File: src/rtl/display_scan_arbiter.sv
// display_scan_arbiter: shares one 8-digit, 7-segment multiplexed display
// between two requesters. Frames are never cut short. The owner's data is
// latched into a shadow register only at frame boundaries, so a frame never
// shows a mix of old and new data.
// Optional feature macro: LEADING_ZERO_BLANK_EN blanks digits above the most
// significant nonzero nibble. Digit 0 is never blanked.
//
// state  | meaning
// IDLE   | no owner, display dark
// SERVE0 | source 0 owns the display
// SERVE1 | source 1 owns the display
module display_scan_arbiter #(
  parameter int SCAN_DIV    = 4,
  parameter int HOLD_FRAMES = 2
) (
  input  logic        clock,
  input  logic        reset,
  input  logic [1:0]  req,
  input  logic [31:0] data0,
  input  logic [31:0] data1,
  output logic [1:0]  grant,
  output logic [7:0]  anodes,
  output logic [6:0]  segments
);

  localparam int PW = (SCAN_DIV > 2) ? $clog2(SCAN_DIV) : 1;

  typedef enum logic [1:0] {IDLE = 2'd0, SERVE0 = 2'd1, SERVE1 = 2'd2} state_t;

  state_t      state, state_nx;
  logic [PW-1:0] pre, pre_nx;
  logic [2:0]  digit, digit_nx;
  logic [7:0]  fcnt, fcnt_nx;
  logic [31:0] shadow, shadow_nx;
  logic        ptr, ptr_nx;
  logic [1:0]  grant_nx;
  logic [7:0]  anodes_nx;
  logic [6:0]  segments_nx;

  logic        tick;
  logic        owner;
  logic        other_req;
  logic        own_req;
  logic [8:0]  frames_done;

  function automatic logic [6:0] hex_to_seg(input logic [3:0] h);
    case (h)
      4'h0: hex_to_seg = 7'b1000000;
      4'h1: hex_to_seg = 7'b1111001;
      4'h2: hex_to_seg = 7'b0100100;
      4'h3: hex_to_seg = 7'b0110000;
      4'h4: hex_to_seg = 7'b0011001;
      4'h5: hex_to_seg = 7'b0010010;
      4'h6: hex_to_seg = 7'b0000010;
      4'h7: hex_to_seg = 7'b1111000;
      4'h8: hex_to_seg = 7'b0000000;
      4'h9: hex_to_seg = 7'b0010000;
      4'hA: hex_to_seg = 7'b0001000;
      4'hB: hex_to_seg = 7'b0000011;
      4'hC: hex_to_seg = 7'b1000110;
      4'hD: hex_to_seg = 7'b0100001;
      4'hE: hex_to_seg = 7'b0000110;
      default: hex_to_seg = 7'b0001110;
    endcase
  endfunction

  assign tick        = (pre == PW'(SCAN_DIV - 1));
  assign owner       = (state == SERVE1);
  assign own_req     = owner ? req[1] : req[0];
  assign other_req   = owner ? req[0] : req[1];
  assign frames_done = {1'b0, fcnt} + 9'd1;

  // Next-state: arbitration, prescaler, digit scan and frame bookkeeping
  always_comb begin
    state_nx  = state;
    pre_nx    = pre;
    digit_nx  = digit;
    fcnt_nx   = fcnt;
    shadow_nx = shadow;
    ptr_nx    = ptr;
    case (state)
      IDLE: begin
        if (req != 2'b00) begin
          // on a tie, the source that did not own the display last time wins
          if (req == 2'b11) ptr_nx = ~ptr;
          else              ptr_nx = req[1];
          state_nx  = ptr_nx ? SERVE1 : SERVE0;
          shadow_nx = ptr_nx ? data1 : data0;
          pre_nx    = '0;
          digit_nx  = 3'd0;
          fcnt_nx   = 8'd0;
        end
      end
      SERVE0, SERVE1: begin
        if (!tick) begin
          pre_nx = pre + PW'(1);
        end else if (digit != 3'd7) begin
          pre_nx   = '0;
          digit_nx = digit + 3'd1;
        end else begin
          pre_nx   = '0;
          digit_nx = 3'd0;
          if (!own_req && !other_req) begin
            state_nx = IDLE;
            fcnt_nx  = 8'd0;
          end else if (other_req &&
                       (!own_req || frames_done >= 9'(HOLD_FRAMES))) begin
            state_nx  = owner ? SERVE0 : SERVE1;
            ptr_nx    = ~owner;
            shadow_nx = owner ? data0 : data1;
            fcnt_nx   = 8'd0;
          end else begin
            shadow_nx = owner ? data1 : data0;
            fcnt_nx   = (fcnt == 8'hFF) ? fcnt : fcnt + 8'd1;
          end
        end
      end
      default: begin
        state_nx = IDLE;
      end
    endcase
  end

`ifdef LEADING_ZERO_BLANK_EN
  logic [2:0] msn;

  // Index of the highest nonzero nibble of the shadow being displayed next
  always_comb begin
    msn = 3'd0;
    for (int k = 1; k < 8; k++) begin
      if (shadow_nx[4*k +: 4] != 4'd0) msn = 3'(k);
    end
  end
`endif

  // Output decode from next-state values so outputs move with the digit index
  always_comb begin
    grant_nx    = 2'b00;
    anodes_nx   = 8'hFF;
    segments_nx = 7'h7F;
    if (state_nx != IDLE) begin
      grant_nx    = (state_nx == SERVE1) ? 2'b10 : 2'b01;
      anodes_nx   = ~(8'd1 << digit_nx);
      segments_nx = hex_to_seg(shadow_nx[{digit_nx, 2'b00} +: 4]);
`ifdef LEADING_ZERO_BLANK_EN
      if (digit_nx > msn) begin
        anodes_nx   = 8'hFF;
        segments_nx = 7'h7F;
      end
`endif
    end
  end

  // State and registered outputs
  always_ff @(posedge clock) begin
    if (reset) begin
      state    <= IDLE;
      pre      <= '0;
      digit    <= 3'd0;
      fcnt     <= 8'd0;
      shadow   <= 32'd0;
      ptr      <= 1'b1;
      grant    <= 2'b00;
      anodes   <= 8'hFF;
      segments <= 7'h7F;
    end else begin
      state    <= state_nx;
      pre      <= pre_nx;
      digit    <= digit_nx;
      fcnt     <= fcnt_nx;
      shadow   <= shadow_nx;
      ptr      <= ptr_nx;
      grant    <= grant_nx;
      anodes   <= anodes_nx;
      segments <= segments_nx;
    end
  end

endmodule

File: config.mk
export PLATFORM = sky130hd
export DESIGN_NAME = display_scan_arbiter
export DESIGN_NICKNAME = d
export VERILOG_FILES = /design/src/rtl/display_scan_arbiter.sv
export SDC_FILE = /design/constraint.sdc
export NUM_CORES = 1
export LEC_CHECK = 0
export CAP_MARGIN = 0
export CELL_PAD_IN_SITES_DETAIL_PLACEMENT = 1
export CELL_PAD_IN_SITES_GLOBAL_PLACEMENT = 1
export CORE_MARGIN = 4
export CORE_UTILIZATION = 43
export DETAILED_ROUTE_END_ITERATION = 8
export DONT_BUFFER_PORTS = 1
export PLACE_DENSITY = 0.87
export SYNTH_ARGS = -nofsm -noshare
export SYNTH_HDL_FRONTEND = slang
export SYNTH_SLANG_ARGS = --single-unit
File: constraint.sdc
create_clock -name clock -period 3.7 [get_ports clock]
set_clock_uncertainty 0.1 [all_clocks]
set_input_delay 0.74 -clock clock [delete_from_list [all_inputs] [get_ports clock]]
set_output_delay 0.74 -clock clock [all_outputs]
set_load 0.02 [all_outputs]
After elaboration in Yosys (flattened, before gate mapping):

Memories as Yosys holds them, arrays and structs flattened. A register that Yosys moved wholly into a read port is not among the register bits.
Index checks and enable logic that the tools add are counted.

* shifts and indexed selects: 2
* muxes and demuxes: 43
* equality and inequality tests: 13
* $add $sub $neg: 4
* reduce and logical (&&, ||, !) cells: 14
* magnitude comparators: 1
* bitwise logic cells: 4

Operators by type and width (count)
* $mux W32: 8
* $pmux W32 S2: 1
* $mux W8: 6
* $shiftx A32 B6 Y4: 1
* $mux W2: 10
* $pmux W8 S2: 1
* $mux W1: 10
* $ne A2 B2 Y1 const B: 5
* $add A8 B1 Y9 const B: 1
* $ge A9 B2 Y1 const B: 1
* $mux W3: 3
* $add A8 B1 Y8 const B: 1
* $eq A2 B2 Y1 const B: 4
* $eq A8 B8 Y1 const B: 1
* $not A8 Y8: 1
* $pmux W2 S2: 2
* $shl A1 B3 Y8 const A: 1
* $pmux W3 S2: 1
* $reduce_and A6 Y1: 1
* $reduce_bool A2 Y1: 3
* $reduce_and A5 Y1: 1
* $ne A4 B4 Y1 const B: 1
* $reduce_or A2 Y1: 2
* $add A3 B1 Y3 const B: 1
* other kinds (10): 14

* output and inout port bits: 17
* bits in registers: 58
* memories kept: 1
* ROM bits: 112

Memory list
* (name not given): depth 16, bits a word 7, rd ports 1, clocked after memory_dff 1, wr ports 0, line 47 `case (h)`

Longest topological paths before layout:

Gate-level depths: netlist of run 1.

* word-level depth: 13
* depth in mapped cells: 18
* depth with buffers taken out: 15

Worst setup path before layout of run 1:

No wires, ideal clock.

* kind: input -> register
* start: input port req[0]
* end: register segments[5]
* library setup time: 0.122 ns
* data arrival time: 3.682 ns
* path slack: -0.203 ns
* required time: 3.478 ns
* stages: 17
* cells stage by stage: buf_2 > and4b_1 > o21ai_2 > a21oi_4 > and3_1 > buf_6 > buf_8 > buf_6 > a21oi_1 > a221oi_1 > a32oi_1 > o2111ai_1 > inv_1 > ha_1 > nor3_1 > a21oi_1 > a221o_1

* longest elaborated chain between the ends: 12
* elaborated cells on any way between the ends: 32
* those cells by class: 1 x eq/ne; 1 x shift; 21 x mux; 1 x bitwise; 8 x reduce/logical

RTL lines
* start: declaration: line 18 `input logic [1:0] req,`
* parallel branches: the longest is 12 deep, another holds $mux W32
* end: declaration: line 23 `output logic [6:0] segments`

Several ways; the timed one is not identified. The select of a mux whose other input is x is not followed.
A chain may end at the register's enable or synchronous reset.

Worst setup path in the final report of run 1:

* start: register fcnt[1]
* end: register segments[3]

* longest elaborated chain between the ends: 12
* elaborated cells on any way between the ends: 18
* those cells by class: 1 x add/sub; 1 x order compare; 1 x shift; 10 x mux; 1 x bitwise; 4 x reduce/logical

RTL lines
* start: declaration: line 33 `logic [7:0] fcnt, fcnt_nx;`
* start signal: assignment: line 170 `fcnt <= fcnt_nx;`
* $add A8 B1 Y9 *: line 71 `assign frames_done = {1'b0, fcnt} + 9'd1;`
* $ge A9 B2 Y1 *: line 107 `(!own_req || frames_done >= 9'(HOLD_FRAMES))) begin`
* $logic_or A1 B1 Y1 *: line 107
* $logic_and A1 B1 Y1 *: line 106 `end else if (other_req &&`
* parallel branches: the longest is 8 deep, another holds $mux W32

Mark *: on every way between the ends.

==> reports/qor.log, run 1 <==
qor: yosys.share_of_the_yosys_chip_area_belonging_to_registers 23.6%
qor: global_routing.grt-ovfl-total 0
qor: global_routing.grt_max_degree 46
qor: sta.relSlewSlack 56.1%
qor: floorplan.ios 85
qor: placement.dpl.cell_count 884
qor: sta.rsz0062_at_grt true
qor: clock_network.cts_buffers 9
qor: cells_and_area.final_standard_cell_count_with_taps_included_and_fillers_excluded 915
qor: floorplan.die_width 121 µm
qor: critical_path.maximum_fanout_along_the_worst_path 5
qor: route.drt_iter0_markers 543
qor: pwr.power.static_leakage 2.46 nW
qor: cells_and_area.mostFrequentLayoutCells sky130_fd_sc_hd__nor2_1, sky130_fd_sc_hd__a21oi_1, sky130_fd_sc_hd__nand2_1, sky130_fd_sc_hd__dfxtp_1, sky130_fd_sc_hd__buf_4
qor: yosys.yosys.area.top_type_share 23.6%
qor: clock_network.clockRootBuffer sky130_fd_sc_hd__clkbuf_16
qor: outcome.violations negative setup slack
qor: sta.time_the_worst_path_needs_with_i_o_delays_and_setup 3.70 ns
qor: sta.timing_max_transition_violations_final 0
qor: route.routedWlPerCell 24.5 µm
qor: clock_network.clockBufferDepth 2
qor: hold_path.worstHoldPathType input pin to flop
qor: floorplan.start_util 43.8%
qor: critical_path.crit_path_start fcnt[1]$_SDFFE_PP0P_
qor: yosys.synth_async_sr_flop_share 0%
qor: sta.achievable-frequency 270 MHz
qor: clock_network.htreeDepth 3
qor: floorplan.rows 41
qor: yosys.yosysWarningCount 0
qor: clock_network.numClockSinks 65
qor: clock_network.tritoncts done
qor: global_routing.vias_in_the_first_global_route 6208
qor: global_routing.grt_pass1_wl 32.3 mm
qor: placement.finalWeightedCongestion 0.941
qor: floorplan.die_area 14700 µm²
qor: route.detail-route-antenna-nets 0
qor: yosys.ys_seq_elements 65
qor: clock_network.clk_transition_reported_paths 0.06 ns
qor: pwr.power.ir.vdd_worst 0.226 mV
qor: floorplan.floorplan_core_area 12600 µm²
qor: cells_and_area.num_antenna_cells 0
qor: critical_path.timing.reg2reg.worst_path_depth 15
qor: hold_path.min-delay-start reset
qor: sta.max_slew.worst_pin.slew 0.658 ns
qor: yosys.syn_area 5510 µm²
qor: pwr.p_per_area 467 nW/µm²
qor: critical_path.critPathCaptureType flop
qor: outcome.status finished, violations left
qor: yosys.synth.avg_cell_area 7.66 µm²
qor: yosys.synth-edff-count 0
qor: critical_path.critical_path_arrival 3.82 ns
qor: sta.fin_ws -0.00422 ns
qor: critical_path.crit_path_start_kind flop
qor: route.drcViolationCount 0
qor: route.drt_pre_antenna_iters 5
qor: critical_path.setup.worst_path.class flop to flop
qor: cells_and_area.layout_commonest_cell sky130_fd_sc_hd__nor2_1
qor: critical_path.crit-reg2reg-launch fcnt[1]$_SDFFE_PP0P_
qor: placement.port-buffer-count 0
qor: hold_path.hold-path-cell-count 1
qor: job.maxCapViolations 0
qor: route.vias 6120
qor: placement.place_hpwl 14.7 mm
qor: cells_and_area.post_synthesis_to_final_layout_area_growth 16.6%
qor: global_routing.grt_util_all_layers 28.0%
qor: yosys.post_synthesis_cell_count 719
qor: cells_and_area.layout.filler_cells 1540
qor: critical_path.crit_required 3.82 ns
qor: yosys.synth_cell_type_count 92
qor: placement.place_worst_setup_slack -0.0678 ns
qor: sta.period_utilization_post_route 100%
qor: sta.timing.final.hold_violations 0
qor: yosys.synthTopCellsByArea sky130_fd_sc_hd__dfxtp_1, sky130_fd_sc_hd__mux2i_1, sky130_fd_sc_hd__a21oi_1
qor: clock_network.clk_latency 0.35 ns
qor: global_routing.antenna_found_initial 0
qor: cells_and_area.finalNetCount 820
qor: floorplan.floorplan.die.height 121 µm
qor: cells_and_area.drive_above_1_share 22.9%
qor: route.route.detailed.vias_per_inst 6.69
qor: route.totalWireLength 22.4 mm
qor: clock_network.cts_hold_buffers 0
qor: yosys.syn-num-nets 801
qor: yosys.synth_largest_area_cell sky130_fd_sc_hd__dfxtp_1
qor: sta.timing.final.setup_violations 1
qor: yosys.most_instantiated_flip_flop_cell_in_the_synthesis_netlist sky130_fd_sc_hd__dfxtp_1
final cells by class:
class	count	area [µm²]	area share, %
Multi-Input combinational cell	578	3900	60.8
Sequential cell	65	1320	20.5
Timing Repair Buffer	64	576	8.97
Clock buffer	10	239	3.72
Tap cell	172	215	3.35
Clock inverter	6	95.1	1.48
Inverter	20	75.1	1.17
repair_timing:
action                     4_1_cts  5_1_grt
setup endpoints to repair        3        7
buffers inserted                 0       13
cloned                           0        2
pin swaps                        4       17
resized for setup               10       38
per-layer routing:
metal  vias up  part of all wire [%]  track usage [%]
met5         -                     0                0
met3       115                   8.9             8.58
met1      2993                    37             31.6
met4         0                   5.7             17.0
met2       324                    48             46.1
li1       2688                     -                -
path summary, 6_finish.rpt:
path | end | slack (ns)
setup reg to reg | segments[3]$_SDFF_PP1_ | -0.004
setup / recovery | segments[3]$_SDFF_PP1_ | -0.004
hold reg to reg | pre[1]$_SDFFE_PP0P_ | 0.39
hold / removal | digit[1]$_SDFF_PP0_ | 0.35
worst max-delay path: stages (launching register included):
cell and delay [ns]:
sky130_fd_sc_hd__dfxtp_4 0.37, sky130_fd_sc_hd__inv_1 0.05, sky130_fd_sc_hd__ha_1 0.29, sky130_fd_sc_hd__and4b_1 0.22, sky130_fd_sc_hd__o21ai_2 0.08, sky130_fd_sc_hd__a21oi_4 0.22, sky130_fd_sc_hd__nand3_4 0.14, sky130_fd_sc_hd__a311o_1 0.33
sky130_fd_sc_hd__a221oi_2 0.41, sky130_fd_sc_hd__o32ai_2 0.19, sky130_fd_sc_hd__a31oi_2 0.33, sky130_fd_sc_hd__inv_2 0.11, sky130_fd_sc_hd__ha_1 0.20, sky130_fd_sc_hd__a21boi_1 0.17, sky130_fd_sc_hd__mux2i_1 0.21, sky130_fd_sc_hd__o311ai_2 0.14
cells in the mapped netlist (3+ instances only):
library cell / instances
sky130_fd_sc_hd__a211oi_1: 4
sky130_fd_sc_hd__a21oi_1: 87
sky130_fd_sc_hd__a21oi_2: 3
sky130_fd_sc_hd__a221oi_1: 6
sky130_fd_sc_hd__a311o_1: 3
sky130_fd_sc_hd__a311oi_1: 13
sky130_fd_sc_hd__a31oi_1: 9
sky130_fd_sc_hd__and2_1: 6
sky130_fd_sc_hd__and3_1: 6
sky130_fd_sc_hd__buf_1: 4
sky130_fd_sc_hd__buf_2: 8
sky130_fd_sc_hd__buf_6: 10
sky130_fd_sc_hd__clkbuf_1: 23
sky130_fd_sc_hd__clkbuf_8: 11
sky130_fd_sc_hd__dfxtp_1: 65
sky130_fd_sc_hd__ha_1: 14
sky130_fd_sc_hd__inv_1: 19
sky130_fd_sc_hd__mux2_2: 12
sky130_fd_sc_hd__mux2i_1: 45
sky130_fd_sc_hd__nand2_1: 81
sky130_fd_sc_hd__nand2b_1: 3
sky130_fd_sc_hd__nand3_1: 20
sky130_fd_sc_hd__nand3b_1: 3
sky130_fd_sc_hd__nor2_1: 89
sky130_fd_sc_hd__nor2b_1: 5
sky130_fd_sc_hd__nor3_1: 7
sky130_fd_sc_hd__o211ai_1: 8
sky130_fd_sc_hd__o21a_1: 8
sky130_fd_sc_hd__o21ai_0: 48
sky130_fd_sc_hd__o21ai_1: 3
sky130_fd_sc_hd__o311ai_0: 3
sky130_fd_sc_hd__o31ai_1: 6
sky130_fd_sc_hd__o32ai_1: 9
sky130_fd_sc_hd__or3_1: 3
flip-flops by register name, summed over array words and instances, names as in the netlist:
signal and cells:
segments 7, shadow 32, pre 2, digit 3, anodes 8, grant 2, ptr 1, fcnt 8
state 2
cell families after synthesis:
logic type               Yosys count  synth area share (%)
flip-flops                        65                  23.6
multiplexers                      59                  11.1
AO/OA/AOI/OAI                    256                  32.1
adder cells (fa/ha/maj)           14                  3.18
XOR/XNOR                           2                 0.318
buffers and inverters             78                  9.13
AND/OR/NAND/NOR                  245                  20.6
power by group:
part / leakage [nW] / internal (mW) / total [mW] / switching (mW)
Combinational: 1.75 / 0.445 / 1.13 / 0.688
Sequential: 0.538 / 0.791 / 0.871 / 0.0803
Clock: 0.164 / 0.618 / 0.992 / 0.374
Total: 2.46 / 1.85 / 3.00 / 1.14
per-stage QoR:
stage	hold slack (ns)	util (%)	TNS [ns]	instance area, µm²	power [mW]
after floorplan	0.336	-	0	5540	1.59
after global placement	0.338	45.9	0	5770	1.83
after detailed placement	0.354	45.9	-0.154	5770	1.90
after CTS	0.344	48.9	0	6150	2.91
after global routing	0.345	51.1	-0.351	6420	3.11
final	0.349	51.1	-0.00422	6420	3.00
(Power assumes the default switching activity.)
==> inputs of run 2 (changes only) <==
--- a/config.mk
+++ b/config.mk
@@ -8,11 +8,10 @@
 export CAP_MARGIN = 0
 export CELL_PAD_IN_SITES_DETAIL_PLACEMENT = 1
 export CELL_PAD_IN_SITES_GLOBAL_PLACEMENT = 1
-export CORE_MARGIN = 4
-export CORE_UTILIZATION = 43
+export CORE_UTILIZATION = 48
 export DETAILED_ROUTE_END_ITERATION = 8
 export DONT_BUFFER_PORTS = 1
-export PLACE_DENSITY = 0.87
+export PLACE_DENSITY = 0.92
 export SYNTH_ARGS = -nofsm -noshare
 export SYNTH_HDL_FRONTEND = slang
 export SYNTH_SLANG_ARGS = --single-unit
==> constraint.sdc (replaced) <==
create_clock -name clock -period 3.91 [get_ports clock]
set_clock_uncertainty 0.1 [all_clocks]
set_input_delay 0.782 -clock clock [delete_from_list [all_inputs] [get_ports clock]]
set_output_delay 0.782 -clock clock [all_outputs]
set_load 0.02 [all_outputs]
==> run 2 against run 1 <==
Against the previous run: the run still ends with negative setup slack left; non-clock buffer count down 4; die area fell by 19%; setup slack got worse by 0.21 ns; critical endpoint is now segments[5]$_SDFF_PP1_; total power fell by 3.5%.
==> reports/qor.log, run 2 (synthesized netlist as in run 1, its figures left out) <==
qor: cells_and_area.layout_commonest_cell sky130_fd_sc_hd__nor2_1 [unchanged]
qor: cells_and_area.final_area 6400 µm² [was 6420 µm²]
qor: critical_path.timing.reg2reg.worst_path_depth 14 [was 15]
qor: cells_and_area.finalNetCount 814 [was 820]
qor: placement.place_hpwl 14.1 mm [was 14.7 mm]
qor: route.route.detailed.vias_per_inst 7.49 [was 6.69]
qor: route.detail-route-antenna-nets 0 [unchanged]
qor: global_routing.grt_util_all_layers 39.2% [was 28.0%]
qor: placement.dpl_cell_area 5650 µm² [was 5770 µm²]
qor: floorplan.die_area 11900 µm² [was 14700 µm²]
qor: pwr.power.ir.vdd_worst 0.495 mV [was 0.226 mV]
qor: sta.fin_ws -0.217 ns [was -0.00422 ns]
qor: outcome.violations negative setup slack [unchanged]
qor: sta.timing.final.setup_violations 7 [was 1]
qor: floorplan.floorplan_core_area 11000 µm² [was 12600 µm²]
qor: placement.finalWeightedCongestion 0.955 [was 0.941]
qor: global_routing.antenna_found_initial 1 [was 0]
qor: route.totalWireLength 25.3 mm [was 22.4 mm]
qor: critical_path.crit_required 4.03 ns [was 3.82 ns]
qor: floorplan.die_width 109 µm [was 121 µm]
qor: floorplan.start_util 49.9% [was 43.8%]
qor: sta.rsz0062_at_grt true [unchanged]
qor: hold_path.worstHoldPathType flop to flop [was input pin to flop]
qor: hold_path.hold-path-cell-count 2 [was 1]
qor: cells_and_area.largest_registers shadow (32), anodes (8), fcnt (8) [unchanged]
qor: sta.period_utilization_post_route 106% [was 100%]
qor: sta.max_slew.worst_pin.slew 0.777 ns [was 0.658 ns]
qor: critical_path.maximum_fanout_along_the_worst_path 16 [was 5]
qor: sta.timing.final.hold_violations 0 [unchanged]
qor: cells_and_area.final_core_utilization 58.0% [was 51.1%]
qor: cells_and_area.multi_input_comb_area 3950 µm² [was 3900 µm²]
qor: critical_path.critical_path_arrival 4.25 ns [was 3.82 ns]
qor: clock_network.cts_hold_buffers 0 [unchanged]
qor: sta.achievable-frequency 242 MHz [was 270 MHz]
qor: clock_network.clk_latency 0.34 ns [was 0.35 ns]
qor: global_routing.vias_in_the_first_global_route 6443 [was 6208]
qor: job.maxCapViolations 0 [unchanged]
qor: critical_path.critPathCaptureType flop [unchanged]
qor: route.drt_pre_antenna_iters 5 [unchanged]
qor: route.routedWlPerCell 28.8 µm [was 24.5 µm]
qor: outcome.status finished, violations left [unchanged]
qor: sta.hold_ws 0.370 ns [was 0.349 ns]
qor: global_routing.grt-ovfl-total 0 [unchanged]
qor: placement.port-buffer-count 0 [unchanged]
qor: clock_network.htreeDepth 3 [unchanged]
qor: clock_network.clockRootBuffer sky130_fd_sc_hd__clkbuf_16 [unchanged]
qor: clock_network.cts_buffers 9 [unchanged]
qor: route.drcViolationCount 0 [unchanged]
qor: pwr.power.static_leakage 2.45 nW [was 2.46 nW]
qor: sta.timing_max_transition_violations_final 0 [unchanged]
qor: sta.relSlewSlack 48.2% [was 56.1%]
qor: critical_path.setup.worst_path.class flop to flop [unchanged]
qor: clock_network.clk_transition_reported_paths 0.06 ns [about the same]
qor: route.drt_iter0_markers 902 [was 543]
qor: cells_and_area.drive_above_1_share 22.5% [was 22.9%]
qor: sta.timing.setup.tns -0.997 ns [was -0.00422 ns]
qor: floorplan.floorplan.die.height 109 µm [was 121 µm]
qor: cells_and_area.mostFrequentLayoutCells sky130_fd_sc_hd__nor2_1, sky130_fd_sc_hd__a21oi_1, sky130_fd_sc_hd__nand2_1, sky130_fd_sc_hd__dfxtp_1, sky130_fd_sc_hd__buf_4 [unchanged]
qor: critical_path.crit_path_start_kind flop [unchanged]
qor: floorplan.rows 38 [was 41]
qor: clock_network.numClockSinks 65 [unchanged]
qor: route.vias 6579 [was 6120]
qor: cells_and_area.largest_reg_flops 32 [unchanged]
qor: pwr.p_per_area 452 nW/µm² [was 467 nW/µm²]
qor: critical_path.regToRegSetupSlack -0.22 ns [was -0.004 ns]
qor: cells_and_area.post_synthesis_to_final_layout_area_growth 16.2% [was 16.6%]
qor: cells_and_area.seqCellArea 1320 µm² [about the same]
qor: cells_and_area.layout.filler_cells 1322 [was 1540]
qor: floorplan.ios 85 [unchanged]
qor: cells_and_area.final_standard_cell_count_with_taps_included_and_fillers_excluded 878 [was 915]
qor: sta.time_the_worst_path_needs_with_i_o_delays_and_setup 4.13 ns [was 3.70 ns]
qor: global_routing.grt_max_degree 46 [unchanged]
qor: placement.dpl.cell_count 845 [was 884]
qor: clock_network.tritoncts done [unchanged]
qor: clock_network.clockBufferDepth 2 [unchanged]
qor: cells_and_area.top_register shadow [unchanged]
qor: global_routing.grt_pass1_wl 35.1 mm [was 32.3 mm]
## run 2: power by group
part,internal (mW),switching [mW],total [mW],leakage (nW)
Clock,0.611,0.326,0.936,0.169
Combinational,0.425,0.702,1.13,1.74
Sequential,0.747,0.0801,0.827,0.538
Total,1.78,1.11,2.89,2.45
## run 2: path summary, 6_finish.rpt
path | to | start
worst max-delay path | segments[5]$_SDFF_PP1_ | fcnt[3]$_SDFFE_PP0P_
worst min-delay path | pre[1]$_SDFFE_PP0P_ | pre[1]$_SDFFE_PP0P_
worst max register to register | segments[5]$_SDFF_PP1_ | fcnt[3]$_SDFFE_PP0P_
worst min register to register | pre[1]$_SDFFE_PP0P_ | pre[1]$_SDFFE_PP0P_
## run 2: layout make-up
type,count,share of cell area [%]
diodes,1,0.0391
clock buffers,12,4.17
clock inverters,4,1.15
inverters,20,1.17
multi-input cells,576,61.7
flip-flops and latches,65,20.6
well taps,140,2.74
repair buffers,60,8.43
## run 2: metal layers
metal	GRT usage [%]	routed length (µm)
met1	45.0	9100
met2	63.1	11400
met3	10.7	2720
met4	26.8	2060
met5	0	0
## run 2: timing repair
action / CTS / global route
pin swaps: 2 / 15
setup buffers: 7 / 9
setup endpoints to repair: 6 / 7
gates resized for setup: 10 / 56
## run 2: critical path: stages, from the launching register on
cell	delay, ns
sky130_fd_sc_hd__dfxtp_4	0.46
sky130_fd_sc_hd__nand4_4	0.16
sky130_fd_sc_hd__xor2_2	0.23
sky130_fd_sc_hd__a31o_4	0.35
sky130_fd_sc_hd__and3_4	0.21
sky130_fd_sc_hd__buf_4	0.15
sky130_fd_sc_hd__o31ai_1	0.42
sky130_fd_sc_hd__a221oi_2	0.19
sky130_fd_sc_hd__o32ai_2	0.41
sky130_fd_sc_hd__a31oi_4	0.17
sky130_fd_sc_hd__buf_4	0.21
sky130_fd_sc_hd__ha_1	0.24
sky130_fd_sc_hd__nor3_1	0.27
sky130_fd_sc_hd__a21oi_1	0.10
sky130_fd_sc_hd__a221o_1	0.31
## run 2: stage by stage
| stage | worst slack [ns] | total power, mW |
|---|---|---|
| after floorplan | 0.0712 | 1.50 |
| after global placement | 0.0826 | 1.70 |
| after global routing | -0.234 | 2.97 |
| after detailed placement | -0.0521 | 1.76 |
| after CTS | 0.00176 | 2.72 |
| final | -0.217 | 2.89 |
